## src/rtl/mem_pkg.sv

```systemverilog
// Shared definitions for the memory arbiter client ports: bus widths, FSM
// state encoding and the acknowledge tag carried through the data-delay pipeline.
package mem_pkg;

   localparam int MEM_ADDR_W  = 16;
   localparam int MEM_DATA_W  = 32;
   localparam int MEM_BANK_W  = 4;
   localparam int WORD_STRIDE = 4;
   localparam int MEM_LEN_W   = 4;

   typedef enum logic [1:0] {
      IDLE  = 2'd0,
      REQ   = 2'd1,
      DRAIN = 2'd2
   } port_state_e;

   typedef struct packed {
      logic valid;
      logic last;
      logic we;
   } ack_tag_t;

endpackage

```

## src/rtl/ack_delay_line.sv

```systemverilog
// DEPTH-stage shift register of acknowledge tags with an empty flag; DEPTH 0
// passes the tag straight through and always reports empty.
module ack_delay_line
   import mem_pkg::*;
#(
   parameter int DEPTH = 1
) (
   input  logic     clk,
   input  logic     reset,
   input  ack_tag_t tag_in,
   output ack_tag_t tag_out,
   output logic     empty
);

   generate
      if (DEPTH == 0) begin : g_bypass
         assign tag_out = tag_in;
         assign empty   = 1'b1;
      end else begin : g_pipe
         ack_tag_t stage [DEPTH];

         always_ff @(posedge clk or posedge reset) begin
            if (reset) begin
               for (int i = 0; i < DEPTH; i++) begin
                  stage[i] <= '0;
               end
            end else begin
               stage[0] <= tag_in;
               for (int i = 1; i < DEPTH; i++) begin
                  stage[i] <= stage[i-1];
               end
            end
         end

         assign tag_out = stage[DEPTH-1];

         always_comb begin
            empty = 1'b1;
            for (int i = 0; i < DEPTH; i++) begin
               if (stage[i].valid) begin
                  empty = 1'b0;
               end
            end
         end
      end
   endgenerate

endmodule

```

## src/rtl/mem_port_master.sv

```systemverilog
// Client request port for one arbiter slot: holds a request until acknowledged and
// returns data in order. Define MEM_PORT_BURST_EN to keep mem_en high across bursts.
module mem_port_master
   import mem_pkg::*;
#(
   parameter int DATA_DELAY = 1
) (
   input  logic                  clk,
   input  logic                  reset,
   input  logic                  req_valid,
   output logic                  req_ready,
   input  logic                  req_we,
   input  logic [MEM_ADDR_W-1:0] req_addr,
   input  logic [MEM_DATA_W-1:0] req_wdata,
   input  logic [MEM_BANK_W-1:0] req_bank_select,
   input  logic [MEM_LEN_W-1:0]  req_len,
   output logic                  rsp_valid,
   output logic [MEM_DATA_W-1:0] rsp_data,
   output logic                  rsp_last,
   output logic                  mem_en,
   output logic [MEM_ADDR_W-1:0] mem_addr,
   output logic [MEM_DATA_W-1:0] mem_di,
   output logic [MEM_BANK_W-1:0] bank_select,
   output logic                  mem_we,
   output logic                  burst_en,
   input  logic                  do_ack,
   input  logic [MEM_DATA_W-1:0] mem_do
);

   port_state_e           state, state_n;
   logic [MEM_LEN_W-1:0]  remaining, remaining_n;
   logic                  is_write, is_write_n;
   logic                  req_ready_n, mem_en_n, mem_we_n, burst_en_n;
   logic [MEM_ADDR_W-1:0] mem_addr_n;
   logic [MEM_DATA_W-1:0] mem_di_n, rsp_data_n;
   logic [MEM_BANK_W-1:0] bank_select_n;
   logic                  rsp_valid_n, rsp_last_n;
   logic                  ack_take;
   ack_tag_t              tag_in, tag_out;
   logic                  pipe_empty;

   // Acks only count while the request is actually presented (not in the rotation gap).
   assign ack_take = (state == REQ) && mem_en && do_ack;
   assign tag_in   = {ack_take, (remaining == '0), is_write};

   ack_delay_line #(
      .DEPTH(DATA_DELAY)
   ) u_ack_delay (
      .clk    (clk),
      .reset  (reset),
      .tag_in (tag_in),
      .tag_out(tag_out),
      .empty  (pipe_empty)
   );

   always_ff @(posedge clk or posedge reset) begin
      if (reset) begin
         state       <= IDLE;
         remaining   <= '0;
         is_write    <= 1'b0;
         req_ready   <= 1'b1;
         mem_en      <= 1'b0;
         mem_we      <= 1'b0;
         burst_en    <= 1'b0;
         mem_addr    <= '0;
         mem_di      <= '0;
         bank_select <= '0;
         rsp_valid   <= 1'b0;
         rsp_last    <= 1'b0;
         rsp_data    <= '0;
      end else begin
         state       <= state_n;
         remaining   <= remaining_n;
         is_write    <= is_write_n;
         req_ready   <= req_ready_n;
         mem_en      <= mem_en_n;
         mem_we      <= mem_we_n;
         burst_en    <= burst_en_n;
         mem_addr    <= mem_addr_n;
         mem_di      <= mem_di_n;
         bank_select <= bank_select_n;
         rsp_valid   <= rsp_valid_n;
         rsp_last    <= rsp_last_n;
         rsp_data    <= rsp_data_n;
      end
   end

   always_comb begin
      state_n       = state;
      remaining_n   = remaining;
      is_write_n    = is_write;
      mem_en_n      = mem_en;
      mem_addr_n    = mem_addr;
      mem_di_n      = mem_di;
      bank_select_n = bank_select;
      rsp_valid_n   = tag_out.valid;
      rsp_last_n    = tag_out.valid & tag_out.last;
      rsp_data_n    = rsp_data;
      if (tag_out.valid) begin
         rsp_data_n = tag_out.we ? '0 : mem_do;
      end

      case (state)
         IDLE: begin
            if (req_valid) begin
               state_n       = REQ;
               mem_addr_n    = req_addr & ~16'h0003;
               mem_di_n      = req_wdata;
               bank_select_n = req_bank_select;
               is_write_n    = req_we;
               remaining_n   = req_we ? '0 : req_len;
               mem_en_n      = 1'b1;
            end
         end
         REQ: begin
            if (ack_take) begin
               mem_addr_n = mem_addr + MEM_ADDR_W'(WORD_STRIDE);
               if (remaining == '0) begin
                  mem_en_n = 1'b0;
                  state_n  = (DATA_DELAY == 0) ? IDLE : DRAIN;
               end else begin
                  remaining_n = remaining - 1'b1;
`ifdef MEM_PORT_BURST_EN
                  mem_en_n = 1'b1;
`else
                  mem_en_n = 1'b0;
`endif
               end
            end else if (!mem_en) begin
               mem_en_n = 1'b1;
            end
         end
         DRAIN: begin
            if (pipe_empty) begin
               state_n = IDLE;
            end
         end
         default: state_n = IDLE;
      endcase

      req_ready_n = (state_n == IDLE);
      mem_we_n    = mem_en_n & is_write_n;
`ifdef MEM_PORT_BURST_EN
      burst_en_n  = (state_n == REQ) && (remaining_n != '0);
`else
      burst_en_n  = 1'b0;
`endif
   end

endmodule
```

## config.mk

```make
export PLATFORM = sky130hd
export DESIGN_NAME = mem_port_master
export DESIGN_NICKNAME = d
export VERILOG_FILES = /design/src/rtl/mem_pkg.sv /design/src/rtl/ack_delay_line.sv /design/src/rtl/mem_port_master.sv
export SDC_FILE = /design/constraint.sdc
export NUM_CORES = 1
export LEC_CHECK = 0
export ABC_AREA = 1
export BUFFER_PORTS_ARGS = -buffer_cell sky130_fd_sc_hd__buf_2
export CORE_MARGIN = 1.5
export CORE_UTILIZATION = 30
export CTS_CLUSTER_DIAMETER = 40
export CTS_CLUSTER_SIZE = 8
export DETAILED_ROUTE_END_ITERATION = 10
export PLACE_DENSITY_LB_ADDON = 0.08
export SYNTH_ARGS = -nofsm -noshare
export SYNTH_HDL_FRONTEND = slang
export SYNTH_SLANG_ARGS = --single-unit
```

## constraint.sdc

```tcl
create_clock -name clk -period 7.8 [get_ports clk]
set_clock_uncertainty 0.15 [all_clocks]
set_input_delay 0.78 -clock clk [delete_from_list [all_inputs] [get_ports clk]]
set_output_delay 0.78 -clock clk [all_outputs]
set_load 0.05 [all_outputs]
```

Word-level counts from Yosys, hierarchy flattened
Index checks and enable logic that the tools add are counted.
{"block": "word_totals", "regBits": 99, "input_bits": 93}
{"block": "op_classes", "add_sub_neg": 2, "n_eq_ne": 5, "muxes": 19, "bitwise_logic": 2, "reduce_logical": 9}
{"op": "2-to-1 mux 16 bit", "n": 2}
{"op": "2-to-1 mux 32 bit", "n": 1}
{"op": "case mux 16 bit (2 select lines)", "n": 1}
{"op": "adder 16 x 3 -> 16 bit (second input constant)", "n": 1}
{"op": "2-to-1 mux 4 bit", "n": 4}
{"op": "2-to-1 mux 2 bit", "n": 4}
{"op": "case mux 4 bit (2 select lines)", "n": 1}
{"op": "inequality test 2 bit (second input constant)", "n": 3}
{"op": "case mux 2 bit (3 select lines)", "n": 1}
{"op": "zero test 2 bit", "n": 2}
{"op": "zero test 4 bit", "n": 1}
{"op": "2-to-1 mux 1 bit", "n": 4}
{"op": "AND reduction 4 bit", "n": 1}
{"op": "subtractor 4 x 1 -> 4 bit (second input constant)", "n": 1}
{"op": "AND reduction 3 bit", "n": 1}
{"op": "bitwise AND 1 bit", "n": 2}
{"op": "== test 2 x 1 -> 1 bit (second input constant)", "n": 1}
{"op": "== test 2 bit (second input constant)", "n": 1}
{"op": "logical AND 1 bit", "n": 2}
{"op": "case mux 1 bit (2 select lines)", "n": 1}
{"op": "AND reduction 2 bit", "n": 1}
{"op": "nonzero test 2 bit", "n": 1}

Logic depth before layout (Yosys ltp)
Gate-level depths: netlist of run 1.
{"block": "depth", "ltp_word": 6, "mapped_depth": 9, "mapped_depth_nobuf": 8}

Cells and area by module
Synthesis of run 1 repeated with hierarchy kept, for this count alone.
{"block": "hier_totals", "cells_unflattened": 513, "hier_area_um2": 4325.4}
{"module": "mem_port_master", "instances": 1, "cells_each": 508, "area_per_inst_um2": 4242.8, "seq_area_each_um2": 2353.5}
{"module": "ack_delay_line", "instances": 1, "cells_each": 5, "area_per_inst_um2": 82.6, "seq_area_each_um2": 75.1}

Worst setup path before layout of run 1
Ideal clock, no wire load.
{"block": "synth_path", "path_kind": "register to register", "startpoint": "register mem_addr[3]", "endpoint": "register mem_addr[14]", "setup_time_ns": 0.118, "t_arrival_ns": 1.478, "required_ns": 7.532, "slack_ns": 6.054, "stages_incl_launch_ff": 9, "path_buffers": 0, "path_cell_list": "dfrtp_1 > ha_1 > nand3_1 > inv_1 > nand3_1 > nand2_1 > nand3_1 > nand2_1 > nand2_1"}
{"block": "synth_between", "elab_chain_len": 3}
{"element": "start: declaration", "line": "mem_port_master.sv:21", "rtl": "output logic [MEM_ADDR_W-1:0] mem_addr,"}
{"element": "start signal: assignment", "line": "mem_port_master.sv:79", "rtl": "mem_addr <= mem_addr_n;"}
{"element": "adder 16 x 3 -> 16 bit", "line": "mem_port_master.sv:117", "rtl": "mem_addr_n = mem_addr + MEM_ADDR_W'(WORD_STRIDE);"}
{"element": "2-to-1 mux 16 bit", "line": "mem_port_master.sv:116", "rtl": "if (ack_take) begin"}
{"element": "case mux 16 bit (2 select lines)", "line": "mem_port_master.sv:103", "rtl": "case (state)"}
No other way between the ends. The select of a mux whose other input is x is not followed.
A chain may end at the register's enable or synchronous reset.

Worst setup path in the final report of run 1
{"block": "layout_path", "startpoint": "register state[1]", "endpoint": "register mem_we"}
{"block": "layout_between", "elab_chain_len": 6, "elab_cells_between_ends": 8, "classes_between": "1 x eq/ne; 3 x mux; 1 x bitwise; 3 x reduce/logical"}
{"element": "start: declaration", "line": "mem_port_master.sv:30", "rtl": "port_state_e state, state_n;"}
{"element": "start signal: assignment", "line": "mem_port_master.sv:72", "rtl": "state <= state_n;"}
{"element": "== test 2 x 1 -> 1 bit", "line": "mem_port_master.sv:43, mem_port_master.sv:103"}
{"element": "logical AND 1 bit (2 in a row)", "line": "mem_port_master.sv:43", "rtl": "assign ack_take = (state == REQ) && mem_en && do_ack;"}
{"element": "2-to-1 mux 1 bit", "line": "mem_port_master.sv:116"}
{"element": "case mux 1 bit (2 select lines) (*)", "line": "mem_port_master.sv:103"}
{"element": "net mem_en_n", "line": "mem_port_master.sv:33", "rtl": "logic req_ready_n, mem_en_n, mem_we_n, burst_en_n;"}
{"element": "bitwise AND 1 bit (*)", "line": "mem_port_master.sv:142", "rtl": "mem_we_n = mem_en_n & is_write_n;"}
{"element": "net mem_we_n", "line": "mem_port_master.sv:33"}
{"element": "end signal: assignment", "line": "mem_port_master.sv:77", "rtl": "mem_we <= mem_we_n;"}
{"element": "end: declaration", "line": "mem_port_master.sv:24", "rtl": "output logic mem_we,"}
Mark *: on every way through the listed nets, which the timed path passes. The rest lies on a longest branch.

==> results of run 1 <==
[Yosys cell counts]
| library cell | number |
|---|---|
| inv_2 | 3 |
| dfstp_2 | 1 |
| o21ai_2 | 1 |
| nor2_4 | 1 |
| dfrtp_1 | 96 |
| nand2_4 | 1 |
| nor2_1 | 20 |
| nor2_2 | 2 |
| nand3_2 | 2 |
| nand4_1 | 6 |
| o22ai_1 | 3 |
| a21oi_1 | 13 |
| o21ai_0 | 45 |
| nand2_2 | 1 |
| ha_1 | 2 |
| inv_1 | 60 |
| buf_1 | 4 |
| conb_1 | 1 |
| a31oi_1 | 1 |
| buf_2 | 8 |
| nand2_1 | 164 |
| buf_4 | 7 |
| o21ai_1 | 2 |
| nand3_1 | 50 |
| xnor2_1 | 1 |
| clkbuf_1 | 5 |
| buf_6 | 2 |
| o21bai_1 | 1 |
| a22oi_1 | 3 |
| and2_1 | 1 |
[logic make-up (layout without fill, tap and decap cells)]
| group | after synthesis | count (layout) | share of synthesized area |
|---|---|---|---|
| simple gates | 248 | 248 | 0.2455 |
| flops | 97 | 97 | 0.5699 |
| xor+xnor | 1 | 1 | 0.002056 |
| buf+inv | 89 | 257 | 0.09043 |
| fa+ha+maj | 2 | 2 | 0.005871 |
| compound gates | 69 | 69 | 0.08544 |
| other cells | 1 | 3 | 0.0008800 |
[state kept, by name (all words and copies together), names as in the netlist, 2 cells and up]
name and count:
bank_select 4, mem_addr 14, mem_di 32, remaining 4
rsp_data 32, state 2, u_ack_delay.tag_out 3
[worst max-delay path: cells and delay by family (launching register included)]
| family | cells | cell delay, ps |
|---|---|---|
| flops | 1 | 420 |
| buf+inv | 2 | 990 |
| compound gates | 1 | 200 |
| simple gates | 3 | 980 |
[layout by cell type, fill, tap and decap left out, types with 2 or more instances in the layout]
cell	instances
conb_1	3
o21ai_0	45
nor2_1	20
buf_2	177
clkbuf_16	9
inv_2	3
ha_1	2
o22ai_1	3
a22oi_1	3
nand2_1	164
nand4_1	6
clkbuf_8	3
inv_1	59
nor2_2	2
o21ai_1	2
a21oi_1	13
dfrtp_1	95
nand3_2	2
nand3_1	50
clkinvlp_4	2
[worst min path at each step]
stage	startpoint	end	slack, ps	depth (start not counted)
6_report	is_write	u_ack_delay.tag_out[0]	240	0
5_1_grt	is_write	u_ack_delay.tag_out[0]	260	0
4_1_cts	is_write	u_ack_delay.tag_out[0]	240	0
3_5_place_dp	is_write	u_ack_delay.tag_out[0]	230	0
3_3_place_gp	is_write	u_ack_delay.tag_out[0]	220	0
2_1_floorplan	is_write	u_ack_delay.tag_out[0]	200	0
[stage by stage]
stage | hold slack [ps] | worst slack (ps) | util
2_1_floorplan | 204.1 | 4338 | -
3_3_place_gp | 219.4 | 4559 | 0.3777
3_5_place_dp | 226.4 | 4544 | 0.3777
4_1_cts | 242.6 | 4883 | 0.4005
5_1_grt | 260.4 | 4623 | 0.4005
6_report | 236.7 | 4986 | 0.4005
[cell type report]
cell class              instances  area [um2]  area share
clock buffers                  12       266.5     0.04794
clock inverters                 4       50.05    0.009003
inverters                      63       239.0     0.04299
multi-input cells             323        1455      0.2618
flip-flops and latches         97        2430      0.4371
well taps                     180       225.2     0.04051
repair buffers                178       893.4      0.1607
[power breakdown]
part           internal, mW  switching (mW)
clock                 0.274           0.191
sequential            0.738           0.173
combinational         0.348            1.23
[metal layers]
metal	part of all wire	track usage	vias to the layer above
li1	-	-	1919
met2	0.46	0.2384	117
met4	0.024	0.06613	0
met3	0.058	0.02949	19
met5	0	0	-
met1	0.46	0.2016	1772
==> flow_metrics.env, run 1 <==
export IMPL_synthToLayoutAreaGrowth_pct=30.45
export IMPL_tns_ps=0
export IMPL_setup_violations=0
export IMPL_postCtsSetupRepairBufs=0
export IMPL_firstDrtPassIters=5
export IMPL_grt_pass1_vias=3587
export IMPL_h_tree_depth=3
export IMPL_ir_drop_mv=0.2135
export IMPL_io_pins=183
export IMPL_leakage_nw=3.055
export IMPL_gp_congestion=0.7717
export IMPL_r2r_cells=6
export IMPL_overflow=0
export IMPL_drt_iter0_drc=158
export IMPL_slowest_stage="inv_2"
export IMPL_crit_start="state[1]"
export IMPL_tightest_slew_ps=982.3
export IMPL_cp_end_kind="flip-flop"
export IMPL_cts_tree="done"
export IMPL_hp_class="flip-flop to flip-flop"
export IMPL_fin_cells=857
export IMPL_crit_chain="inv_1 > nand3_2 > inv_2 > nor2_1 > a21oi_1 > and2_1"
export IMPL_fillCellCount=1466
export IMPL_final_layout_size_suffix_gt1_frac=0.3072
export IMPL_fin_crit_sh=0.3607
export IMPL_netlist_area_um2=4262
export IMPL_place_hpwl_um=7774
export IMPL_synth_cell_types=30
export IMPL_viasPerCell=4.466
export IMPL_synth_area_per_cell_um2=8.405
export IMPL_required_ps=7930
export IMPL_rsz0062_at_grt="no"
export IMPL_fin_total_pwr_mw=2.951
export IMPL_clockBufferDepth=2
export IMPL_placedInstanceArea_um2=5243
export IMPL_ys_seq_elements=97
export IMPL_dieWidth_um=122.2
export IMPL_hold_viol=0
export IMPL_yosysSeqAreaShare=0.5699
export IMPL_antenna_found_initial=0
export IMPL_period_minus_slack_ps=2814
export IMPL_relSlewSlack=0.3444
export IMPL_clock_sinks=97
export IMPL_slew_violations=0
export IMPL_ant_nets=0
export IMPL_crit_path_end="mem_we"
export IMPL_synthCells=507
export IMPL_wirelength_um=11230
export IMPL_synth_top_area_cell="dfrtp_1"
export IMPL_max_freq_mhz=355.4
export IMPL_p_per_area_nw_per_um2=530.8
export IMPL_ys_warn_count=0
export IMPL_path_class="flip-flop to flip-flop"
export IMPL_drt_drc_violations_left=0
export IMPL_grt_usage=0.1510
export IMPL_slowest_delay_ps=880
export IMPL_r2r_start="state[1]"
export IMPL_cts_resized=0
export IMPL_crit_fanout=39
export IMPL_avgRoutedWirePerCell_um=13.11
export IMPL_dieHeight_um=122.2
export IMPL_cts_hold_buffers=0
export IMPL_num_antenna_cells=0
export IMPL_outcome="finished clean"
export IMPL_vias=3827
export IMPL_max_cap_violations=0
export IMPL_grt_pass1_wl_um=17650
export IMPL_numCtsBuffers=9
export IMPL_clkTransAtPathRegs_ps=60
export IMPL_r2r_end="mem_we"
export IMPL_ys_top_cells_by_area="dfrtp_1 (56%), nand2_1 (14%), nand3_1 (5.9%)"
export IMPL_clock_root_buffer="clkbuf_16"
export IMPL_fin_nets=767
export IMPL_insertion_delay_ps=340
export IMPL_io_buffers=177
export IMPL_num_rows=43
export IMPL_grt_max_degree=68
export IMPL_final_area_um2=5559
export IMPL_regToRegSetupSlack_ps=4990
export IMPL_dp_cells=841
export IMPL_cp_arrival_ps=2940
export IMPL_initial_utilization=0.3070
export IMPL_netlist_area_leader_share=0.5637
export IMPL_die_area_um2=14930
export IMPL_start_kind="flip-flop"
export IMPL_core_area_um2=13880
No activity file was read; power rests on OpenSTA's default activity.
==> inputs of run 2 (changes only) <==
==> constraint.sdc (replaced) <==
create_clock -name clk -period 2.7 [get_ports clk]
set_clock_uncertainty 0.15 [all_clocks]
set_input_delay 0.27 -clock clk [delete_from_list [all_inputs] [get_ports clk]]
set_output_delay 0.27 -clock clk [all_outputs]
set_load 0.05 [all_outputs]
==> run 2 against run 1 <==
Effect of this change:
- maximum frequency rose by 62%
- cell count is 5.3% higher
- critical path depth grew 1
- non-clock buffer count rose by 45
- flip-flop and latch count stayed put
- register-to-register slack got worse by 4000 ps
- sequential power grew to 2.9 times the previous value
- global-route usage grew 0.60 points
- clock power grew to 2.7 times the previous value
- largest power group unchanged
- critical endpoint is now mem_addr[11]
- via count grew 3.6%
- sequential share of layout area down 3.1 points
- die area is the same
==> flow_metrics.env, run 2 (synthesis gave the netlist of run 1 again) <==
export IMPL_outcome="finished clean"
export IMPL_h_tree_depth=3
export IMPL_start_kind="flip-flop"
export IMPL_firstDrtPassIters=4
export IMPL_antenna_found_initial=0
export IMPL_path_class="flip-flop to flip-flop"
export IMPL_drt_iter0_drc=180
export IMPL_avgRoutedWirePerCell_um=12.87
export IMPL_hp_class="primary input to flip-flop"
export IMPL_clockBufferDepth=2
export IMPL_dp_cells=849
export IMPL_final_layout_size_suffix_gt1_frac=0.2978
export IMPL_crit_path_end="mem_addr[11]"
export IMPL_io_pins=183
export IMPL_period_minus_slack_ps=1734
export IMPL_slew_violations=0
export IMPL_cp_end_kind="flip-flop"
export IMPL_r2r_start="state[1]"
export IMPL_reg_top3="mem_di (32), rsp_data (32), mem_addr (14)"
export IMPL_insertion_delay_ps=340
export IMPL_io_buffers=177
export IMPL_drt_drc_violations_left=0
export IMPL_viasPerCell=4.394
export IMPL_fin_crit_sh=0.6423
export IMPL_cp_arrival_ps=1860
export IMPL_hold_viol=0
export IMPL_crit_chain="nor2_4 > nand3_2 > nand2_4 > inv_2 > nor2_1 > nand2_1 > nand2_1"
export IMPL_gp_congestion=0.8006
export IMPL_hold_slack_ps=18.25
export IMPL_fin_cells=902
export IMPL_clock_sinks=97
export IMPL_grt_usage=0.1570
export IMPL_synthToLayoutAreaGrowth_pct=40.34
export IMPL_crit_fanout=18
export IMPL_numCtsBuffers=9
export IMPL_clkTransAtPathRegs_ps=70
export IMPL_setup_violations=0
export IMPL_regToRegSetupSlack_ps=970
export IMPL_die_area_um2=14930
export IMPL_cts_tree="done"
export IMPL_place_hpwl_um=7907
export IMPL_path_delay_family="simple AND/OR/NAND/NOR gates"
export IMPL_rsz0062_at_grt="no"
export IMPL_whs_path_depth=3
export IMPL_r2r_cells=7
export IMPL_clock_root_buffer="clkbuf_16"
export IMPL_tns_ps=0
export IMPL_slowest_stage="dfrtp_1"
export IMPL_fin_nets=812
export IMPL_dieWidth_um=122.2
export IMPL_overflow=0
export IMPL_tightest_slew_ps=807.4
export IMPL_grt_pass1_wl_um=18420
export IMPL_required_ps=2830
export IMPL_final_common_cell="buf_2"
export IMPL_crit_cells=7
export IMPL_dieHeight_um=122.2
export IMPL_vias=3963
export IMPL_p_per_area_nw_per_um2=1427
export IMPL_ant_nets=0
export IMPL_initial_utilization=0.3070
export IMPL_grt_pass1_vias=3810
export IMPL_fillCellCount=1454
export IMPL_r2r_end="mem_addr[11]"
export IMPL_max_cap_violations=0
export IMPL_ir_drop_mv=0.5692
export IMPL_crit_start="state[1]"
export IMPL_critical_path_buf_inv_count=1
export IMPL_grt_max_degree=45
export IMPL_wirelength_um=11610
export IMPL_num_rows=43
export IMPL_max_freq_mhz=576.6
export IMPL_num_antenna_cells=0
export IMPL_final_cell_mix="buf_2 (177), nand2_1 (164), dfrtp_1 (95)"
export IMPL_leakage_nw=3.247
export IMPL_core_area_um2=13880
export IMPL_fin_total_pwr_mw=8.533
export IMPL_cts_resized=0
export IMPL_slowest_delay_ps=420
export IMPL_cpMostUsedCell="nand2_1"
export IMPL_relSlewSlack=0.4606
==> run 2: changes by cell type in the layout (fill, tap and decap cells not counted), sizes merged <==
cell and change:
dlygate4sd3 +37, buf +8, clkbuf +2, bufinv -1, clkinv +1, clkinvlp -1
inv -1
==> run 2: worst min path at each step <==
| stage | from | slack, ps | end |
|---|---|---|---|
| 5_1_grt | mem_do[4] | 20 | rsp_data[4] |
| 4_1_cts | mem_do[4] | 6 | rsp_data[4] |
| 3_3_place_gp | is_write | 230 | u_ack_delay.tag_out[0] |
| 6_report | mem_do[4] | 20 | rsp_data[4] |
| 3_5_place_dp | is_write | 240 | u_ack_delay.tag_out[0] |
| 2_1_floorplan | is_write | 200 | u_ack_delay.tag_out[0] |
==> run 2: metrics by stage <==
stage                     setup slack [ps]  utilization  instance area, um2
after CTS                            944.2       0.4309                5981
after floorplan                      953.9            -                4273
after global placement                1013       0.3830                5316
after global routing                 750.7       0.4309                5981
final                                965.7       0.4309                5981
after detailed placement             963.7       0.3830                5316
==> run 2: routing by layer <==
layer  GRT usage  wire length [um]  vias to the layer above
met5           0                 0                        -
li1            -                 -                     2007
met2      0.2496              5277                      117
met1      0.2046              5349                     1823
met4     0.06904               216                        0
met3     0.03605               768                       16
==> run 2: cell type report <==
cell class              count  area (um2)  share of cell area
clock buffers              14       284.0             0.04749
clock inverters             2       10.01            0.001674
inverters                  63       240.2             0.04017
multi-input cells         323        1455              0.2433
flip-flops and latches     97        2430              0.4063
well taps                 180       225.2             0.03766
repair buffers            223        1336              0.2234
==> run 2: worst reg2reg max path: stages, from the launching register on <==
cell and delay, ps:
dfrtp_1 420, nor2_4 320, nand3_2 190, nand2_4 220, inv_2 150, nor2_1 130
nand2_1 60, nand2_1 50
==> run 2: report_power, final <==
group	switching, mW	internal, mW
logic	3.59	1.08
clock network	0.529	0.723
registers	0.467	2.13
==> run 2: repair_timing <==
action,in CTS,in global routing
hold endpoints to repair,67,0
setup buffers,0,0
endpoints found under the setup margin,0,0
hold buffers,37,0
